[src/rtl/rf_wb_pkg.sv]
// Shared types and default sizing for the register-file writeback path.
// Both writeback sources (ALU and LSU) use these definitions.
package rf_wb_pkg;

    localparam int RF_DEPTH = 32;
    localparam int RF_WIDTH = 32;
    localparam int RF_AW    = $clog2(RF_DEPTH);

    // Bit position of each source in the arbiter request/grant vectors.
    typedef enum logic {
        SRC_ALU = 1'b0,
        SRC_LSU = 1'b1
    } wb_src_e;

    typedef struct packed {
        logic                valid;
        logic [RF_AW-1:0]    addr;
        logic [RF_WIDTH-1:0] data;
    } wb_req_t;

endpackage

[src/rtl/rr_arb2.sv]
// Two-requester round-robin arbiter. A lone requester always wins. When both
// request, the pointer owner wins. The pointer then moves to the other requester.
module rr_arb2
    import rf_wb_pkg::*;
(
    input  logic       clk,
    input  logic       rstn,
    input  logic [1:0] req,
    output logic [1:0] grant
);

    wb_src_e ptr_reg;
    wb_src_e ptr_next;

    always_comb begin
        grant    = req;
        ptr_next = ptr_reg;
        if (req == 2'b11) begin
            grant = (ptr_reg == SRC_ALU) ? 2'b01 : 2'b10;
        end
        if (grant[SRC_ALU]) begin
            ptr_next = SRC_LSU;
        end else if (grant[SRC_LSU]) begin
            ptr_next = SRC_ALU;
        end
    end

    always_ff @(posedge clk) begin
        if (!rstn) begin
            ptr_reg <= SRC_ALU;
        end else begin
            ptr_reg <= ptr_next;
        end
    end

endmodule

[src/rtl/rf_write_arbiter.sv]
// Shares the single register-file write port between the ALU and LSU writebacks.
// Stages the winner for one cycle and exposes the stage as a forwarding tap.
module rf_write_arbiter
    import rf_wb_pkg::*;
#(
    parameter  int DEPTH = RF_DEPTH,
    parameter  int WIDTH = RF_WIDTH,
    localparam int AW    = $clog2(DEPTH)
) (
    input  logic             CLK,
    input  logic             RSTn,
    input  logic             ALU_VALID,
    input  logic [AW-1:0]    ALU_A,
    input  logic [WIDTH-1:0] ALU_WD,
    output logic             ALU_READY,
    input  logic             LSU_VALID,
    input  logic [AW-1:0]    LSU_A,
    input  logic [WIDTH-1:0] LSU_WD,
    output logic             LSU_READY,
    output logic             WE3,
    output logic [AW-1:0]    A3,
    output logic [WIDTH-1:0] WD3,
    output logic             FWD_VALID,
    output logic [AW-1:0]    FWD_A,
    output logic [WIDTH-1:0] FWD_WD
);

    logic [1:0]       req;
    logic [1:0]       grant;
    logic             stage_valid_reg, stage_valid_next;
    logic [AW-1:0]    stage_addr_reg, stage_addr_next;
    logic [WIDTH-1:0] stage_data_reg, stage_data_next;
    logic             stage_live;

    // Requests are hidden from the arbiter during reset so that no READY
    // is raised and no grant is taken.
    assign req = {LSU_VALID, ALU_VALID} & {2{RSTn}};

    rr_arb2 u_arb (
        .clk   (CLK),
        .rstn  (RSTn),
        .req   (req),
        .grant (grant)
    );

    assign ALU_READY = grant[SRC_ALU];
    assign LSU_READY = grant[SRC_LSU];

    always_comb begin
        stage_valid_next = |grant;
        stage_addr_next  = stage_addr_reg;
        stage_data_next  = stage_data_reg;
        if (grant[SRC_ALU]) begin
            stage_addr_next = ALU_A;
            stage_data_next = ALU_WD;
        end else if (grant[SRC_LSU]) begin
            stage_addr_next = LSU_A;
            stage_data_next = LSU_WD;
        end
    end

    always_ff @(posedge CLK) begin
        if (!RSTn) begin
            stage_valid_reg <= 1'b0;
            stage_addr_reg  <= '0;
            stage_data_reg  <= '0;
        end else begin
            stage_valid_reg <= stage_valid_next;
            stage_addr_reg  <= stage_addr_next;
            stage_data_reg  <= stage_data_next;
        end
    end

    // RSTn is in this term so that asserting reset squashes a staged write
    // in the same cycle, before it can commit at the next edge.
    assign stage_live = stage_valid_reg & RSTn;

    // Register 0 is hard-wired to zero. Writes to it are staged but never enabled.
    assign WE3 = stage_live & (stage_addr_reg != '0);
    assign A3  = stage_live ? stage_addr_reg : '0;
    assign WD3 = stage_live ? stage_data_reg : '0;

    assign FWD_VALID = WE3;
    assign FWD_A     = A3;
    assign FWD_WD    = WD3;

endmodule

[config.mk]
export PLATFORM = sky130hd
export DESIGN_NAME = rf_write_arbiter
export DESIGN_NICKNAME = d
export VERILOG_FILES = /design/src/rtl/rf_wb_pkg.sv /design/src/rtl/rr_arb2.sv /design/src/rtl/rf_write_arbiter.sv
export SDC_FILE = /design/constraint.sdc
export NUM_CORES = 1
export LEC_CHECK = 0
export BUFFER_PORTS_ARGS = -buffer_cell sky130_fd_sc_hd__buf_2
export CORE_MARGIN = 8
export CORE_UTILIZATION = 39
export CTS_BUF_LIST = sky130_fd_sc_hd__clkbuf_16
export DETAILED_ROUTE_END_ITERATION = 6
export GPL_ROUTABILITY_DRIVEN = 0
export GPL_TIMING_DRIVEN = 0
export PLACE_DENSITY = 0.73
export SLEW_MARGIN = 20
export SYNTH_ARGS = -nofsm -noshare
export SYNTH_HDL_FRONTEND = slang
export SYNTH_SLANG_ARGS = --single-unit
[constraint.sdc]
create_clock -name CLK -period 1.11 [get_ports CLK]
set_input_delay 0.0555 -clock CLK [delete_from_list [all_inputs] [get_ports CLK]]
set_output_delay 0.0555 -clock CLK [all_outputs]
set_load 0.02 [all_outputs]
## Yosys cells after proc, flatten, opt, wreduce, memory -nomap -nowiden

Index checks and enable logic that the tools add are counted.

- Equal/unequal tests: 1
- Mux-type cells: 10
- Bitwise logic cells: 3
- Reduce and logical (&&, ||, !) cells: 3

Operators with widths:

| operator | number |
|---|---|
| 2-to-1 mux 32 bit | 3 |
| 2-to-1 mux 5 bit | 3 |
| nonzero test 5 bit | 1 |
| 2-to-1 mux 2 bit | 2 |
| bitwise AND 1 bit | 2 |
| bitwise AND 2 bit | 1 |
| == test 2 bit, second input constant | 1 |
| 2-to-1 mux 1 bit | 2 |
| nonzero test 2 bit | 1 |
| OR reduction 2 bit | 1 |

- Register bits: 39
- Input port bits: 78
- Output and inout bits: 78
- Word-level logic and storage cells: 21

## Logic depth before layout (Yosys ltp)

- Depth in word-level cells: 5
- Mapped depth: 6
- Mapped depth without buffers: 3

## By module

From an unflattened synthesis, not the netlist that was laid out.

- Cell total of the unflattened synthesis: 262
- Area total of the unflattened synthesis: 2597.5 um^2

By module, submodules not included:

| module | instances | cells each | area each (um^2) | seq. area each (um^2) |
|---|---|---|---|---|
| rf_write_arbiter | 1 | 255 | 2541.2 | 760.7 |
| rr_arb2 | 1 | 7 | 56.3 | 20.0 |

## Worst setup path after synthesis

Ideal clock, no wire load.

- Path kind: flip-flop to output port
- Start: register stage_valid_reg
- End: output port WD3[10]
- Arrival time: 1.219 ns
- Required time: 1.054 ns
- Setup slack: -0.164 ns
- Stages on the path, launching flop included: 5
- Buffers on the path: 3
- Cells stage by stage: dfxtp_1 -> clkbuf_1 -> clkbuf_1 -> and3_1 -> buf_4

- Cells in the longest elaborated chain, start to end: 2

Ends and longest elaborated chain:

| element | RTL line | text |
|---|---|---|
| start: declaration | rf_write_arbiter.sv:30 | `logic stage_valid_reg, stage_valid_next;` |
| start signal: assignment | rf_write_arbiter.sv:68 | `stage_valid_reg <= stage_valid_next;` |
| bitwise AND 1 bit | rf_write_arbiter.sv:76 | `assign stage_live = stage_valid_reg & RSTn;` |
| 2-to-1 mux 32 bit | rf_write_arbiter.sv:81 | `assign WD3 = stage_live ? stage_data_reg : '0;` |
| end: declaration | rf_write_arbiter.sv:22 | `output logic [WIDTH-1:0] WD3,` |

No other way between the ends.

## Worst setup path after layout

- Start: register stage_valid_reg
- End: output port FWD_A[0]

- Cells in the longest elaborated chain, start to end: 2

Ends and longest elaborated chain:

| element | RTL line | text |
|---|---|---|
| bitwise AND 1 bit | rf_write_arbiter.sv:76 |  |
| 2-to-1 mux 5 bit | rf_write_arbiter.sv:80 | `assign A3 = stage_live ? stage_addr_reg : '0;` |
| end: declaration | rf_write_arbiter.sv:24 | `output logic [AW-1:0] FWD_A,` |

No other way between the ends.

==> out/metrics.yaml <==
status: "complete, but fails checks"
failed_checks: "negative setup slack"
grt_pass1_vias: 3414
cts_tree: "yes"
grt_pass1_wl_um: 16700
hold_ws_ns: 0.0503
worstSetupPathType: "register to primary output"
crit_family: "buffers and inverters"
top_layer: "met4"
clockRootBuffer: "clkbuf_16"
wl_per_cell_um: 19.4
min_period_over_period_pct: 121
arrival_ns: 1.29
wl_met3_um: 565
p_sw_share_pct: 30.9
cp_common_cell: "buf_6"
antennaDiodeCount: 0
peakVddDrop_uv: 822
cp-start-kind: "register"
syn-num-nets: 395
drt_iter0_drc: 115
ys_ff_latch: 39
nNetsFinal: 570
crit_buf_inv: 4
vias: 3150
hold_path_depth: 3
fin_skew_ns: 0.00806
wl_um: 11100
r2r_cells: 6
io_pins: 156
clock_power_share_pct: 30.3
cellLeakagePower_uw: 0.00213
clock-sinks: 39
synth_top_area_share_pct: 30.7
endpoint_kind: "primary output"
avgViaCountPerCell: 5.53
syn-cell-area_mm2: 0.00254
synthCells: 317
post-synth-top-area-cell: "dfxtp_1"
dr_wl_met2_um: 5830
grt_usage_pct: 21.1
slew_headroom_pct: 38.8
port-buffer-count: 154
grt_remaining_overflow: 0
syn_area_per_cell_um2: 8.01
fin_ws_ns: -0.231
path_clk_slew_ns: 0.06
cpPeakStageDelay_ns: 0.33
fill_cells: 441
r2r_start: "u_arb.ptr_reg"
setup_viol: 101
die_x_um: 96.7
start_util_pct: 40.2
rsz0062_at_grt: "yes"
die_area_mm2: 0.00935
r2r_end: "stage_data_reg[10]"
synth.yosys.seq_area_share_pct: 30.7
path_cells: "buf_8 > buf_6 > and3_4 > buf_6 > buf_6"
drt_pass1_iterations: 4
numCtsBuffers: 5
dp_hpwl_um: 6870
fin_util_pct: 77.7
core-area_mm2: 0.00631
die_h_um: 96.7
hold_start: "LSU_WD[30]"
clockBufferDepth: 2
ys_types: 22
largest_register_ffs: 32
ant_nets: 0
tns_ns: -14.32
reg2reg_slack_ns: -0.14
crit_fanout: 6
timing.fmax_ghz: 0.746
intPower_uw: 3060
antenna_found_initial: 0
syn_to_final_growth_pct: 93.1
finalCriticalPeriod_ns: 1.34
cts_hold_buf: 0
power_frac_comb_pct: 33.3
yosys-top-cells-area: "dfxtp_1, o2111ai_1, buf_4"
pwr-share-seq_pct: 36.5
maxCapViolCount: 0
synth_warnings: 0
ctsHtreeMaxLevel: 2
slowest_stage: "dfxtp_2"
min_path_type: "input pin to register"
p_sw_uw: 1370
slew_viol_final: 0
p_per_area_mw_per_mm2: 903
row_count: 29
wirelength_met1_um: 4430
finalHoldViolations: 0
crit_required_ns: 1.05
grt_start_max_net_pins: 12
drive_gt1_share_pct: 67.7
clock_latency_ns: 0.28
drc_errors: 0
worst_slew_pin_slew_ns: 0.917
whs_endpoint: "stage_data_reg[30]"
stage by stage:
step                      std cells  area [µm²]  total power [µW]  setup slack, ns
after detailed placement        548        3460              2590           -0.165
after global routing            570        4900              4600           -0.266
final                           570        4900              4430           -0.231
after floorplan                 317        2590              2230           0.0148
after CTS                       571        4610              4300           -0.224
after global placement          548        3460              2580           -0.162
power by group through the flow:
stage	clock network [µW]	logic, µW	registers [µW]
6_report	1340	1470	1620
3_5_place_dp	0	967	1630
3_3_place_gp	0	956	1620
5_1_grt	1400	1560	1630
2_1_floorplan	0	617	1610
4_1_cts	1360	1330	1610
logic make-up (layout without fill, tap and decap cells):
group / Yosys count / in the layout / share of synthesized area, %
simple gates: 121 / 121 / 22.5
buf+inv: 80 / 256 / 20.4
compound gates: 77 / 77 / 26.4
flops: 39 / 39 / 30.7
worst register-to-register path, cell delays in order (launching register included):
cell and delay, ns:
dfxtp_4 0.36, inv_2 0.04, buf_6 0.12, buf_8 0.14
clkbuf_16 0.16, o2111ai_4 0.18, o311ai_2 0.13
cell usage in the layout (no fill, tap or decap), types with 2 or more instances in the layout:
cell / Yosys / final
o311ai_2: 0 / 10
buf_8: 0 / 7
o2111ai_2: 0 / 28
clkbuf_8: 0 / 2
and3_1: 37 / 6
buf_6: 6 / 92
and3_4: 0 / 32
inv_2: 1 / 2
o311ai_4: 0 / 2
clkbuf_1: 20 / 8
o2111ai_4: 0 / 9
dfxtp_1: 39 / 37
buf_2: 8 / 92
clkbuf_16: 0 / 6
o311ai_1: 30 / 25
clkbuf_2: 1 / 6
clkinv_1: 0 / 2
buf_4: 43 / 36
nand2_1: 78 / 77
per-layer routing:
layer  vias to the layer above  global-route usage, %
met1                      1490                   23.5
met3                        22                   5.05
met2                       135                   38.8
met4                         0                   5.44
met5                         -                      0
li1                       1503                      -
cell usage after synthesis, drive strengths merged:
master	number
nor3	1
nor2	2
o311ai	37
clkbuf	21
buf	57
inv	2
a21boi	1
nand2	78
and3	38
dfxtp	39
nor2b	1
nor3b	1
a21oi	2
o2111ai	37
cell type report:
class	instances	area [µm²]	share of cell area (%)
plain buffers	76	691	14.1
clock buffers	5	125	2.55
clock inverters	3	11.3	0.230
inverters	2	7.51	0.153
multi-input cells	198	1870	38.1
flip-flops and latches	39	786	16.0
well taps	77	96.3	1.96
repair buffers	170	1320	26.9
timing repair:
item / 4_1_cts / 5_1_grt
setup endpoints to repair: 107 / 114
cloned: 5 / 0
gates resized for setup: 232 / 68
pin swaps: 76 / 22
buffers inserted: 11 / 2
worst max path at each step:
stage,startpoint,to,slack [ns],depth (start not counted)
after floorplan,stage_valid_reg,WE3,0.01,4
after global placement,stage_valid_reg,WD3[2],-0.16,5
after detailed placement,stage_valid_reg,WD3[2],-0.16,5
after CTS,stage_valid_reg,WD3[2],-0.22,5
after global routing,stage_valid_reg,WD3[13],-0.27,5
final,stage_valid_reg,FWD_A[0],-0.23,5
Power figures use the tool's default switching activity.
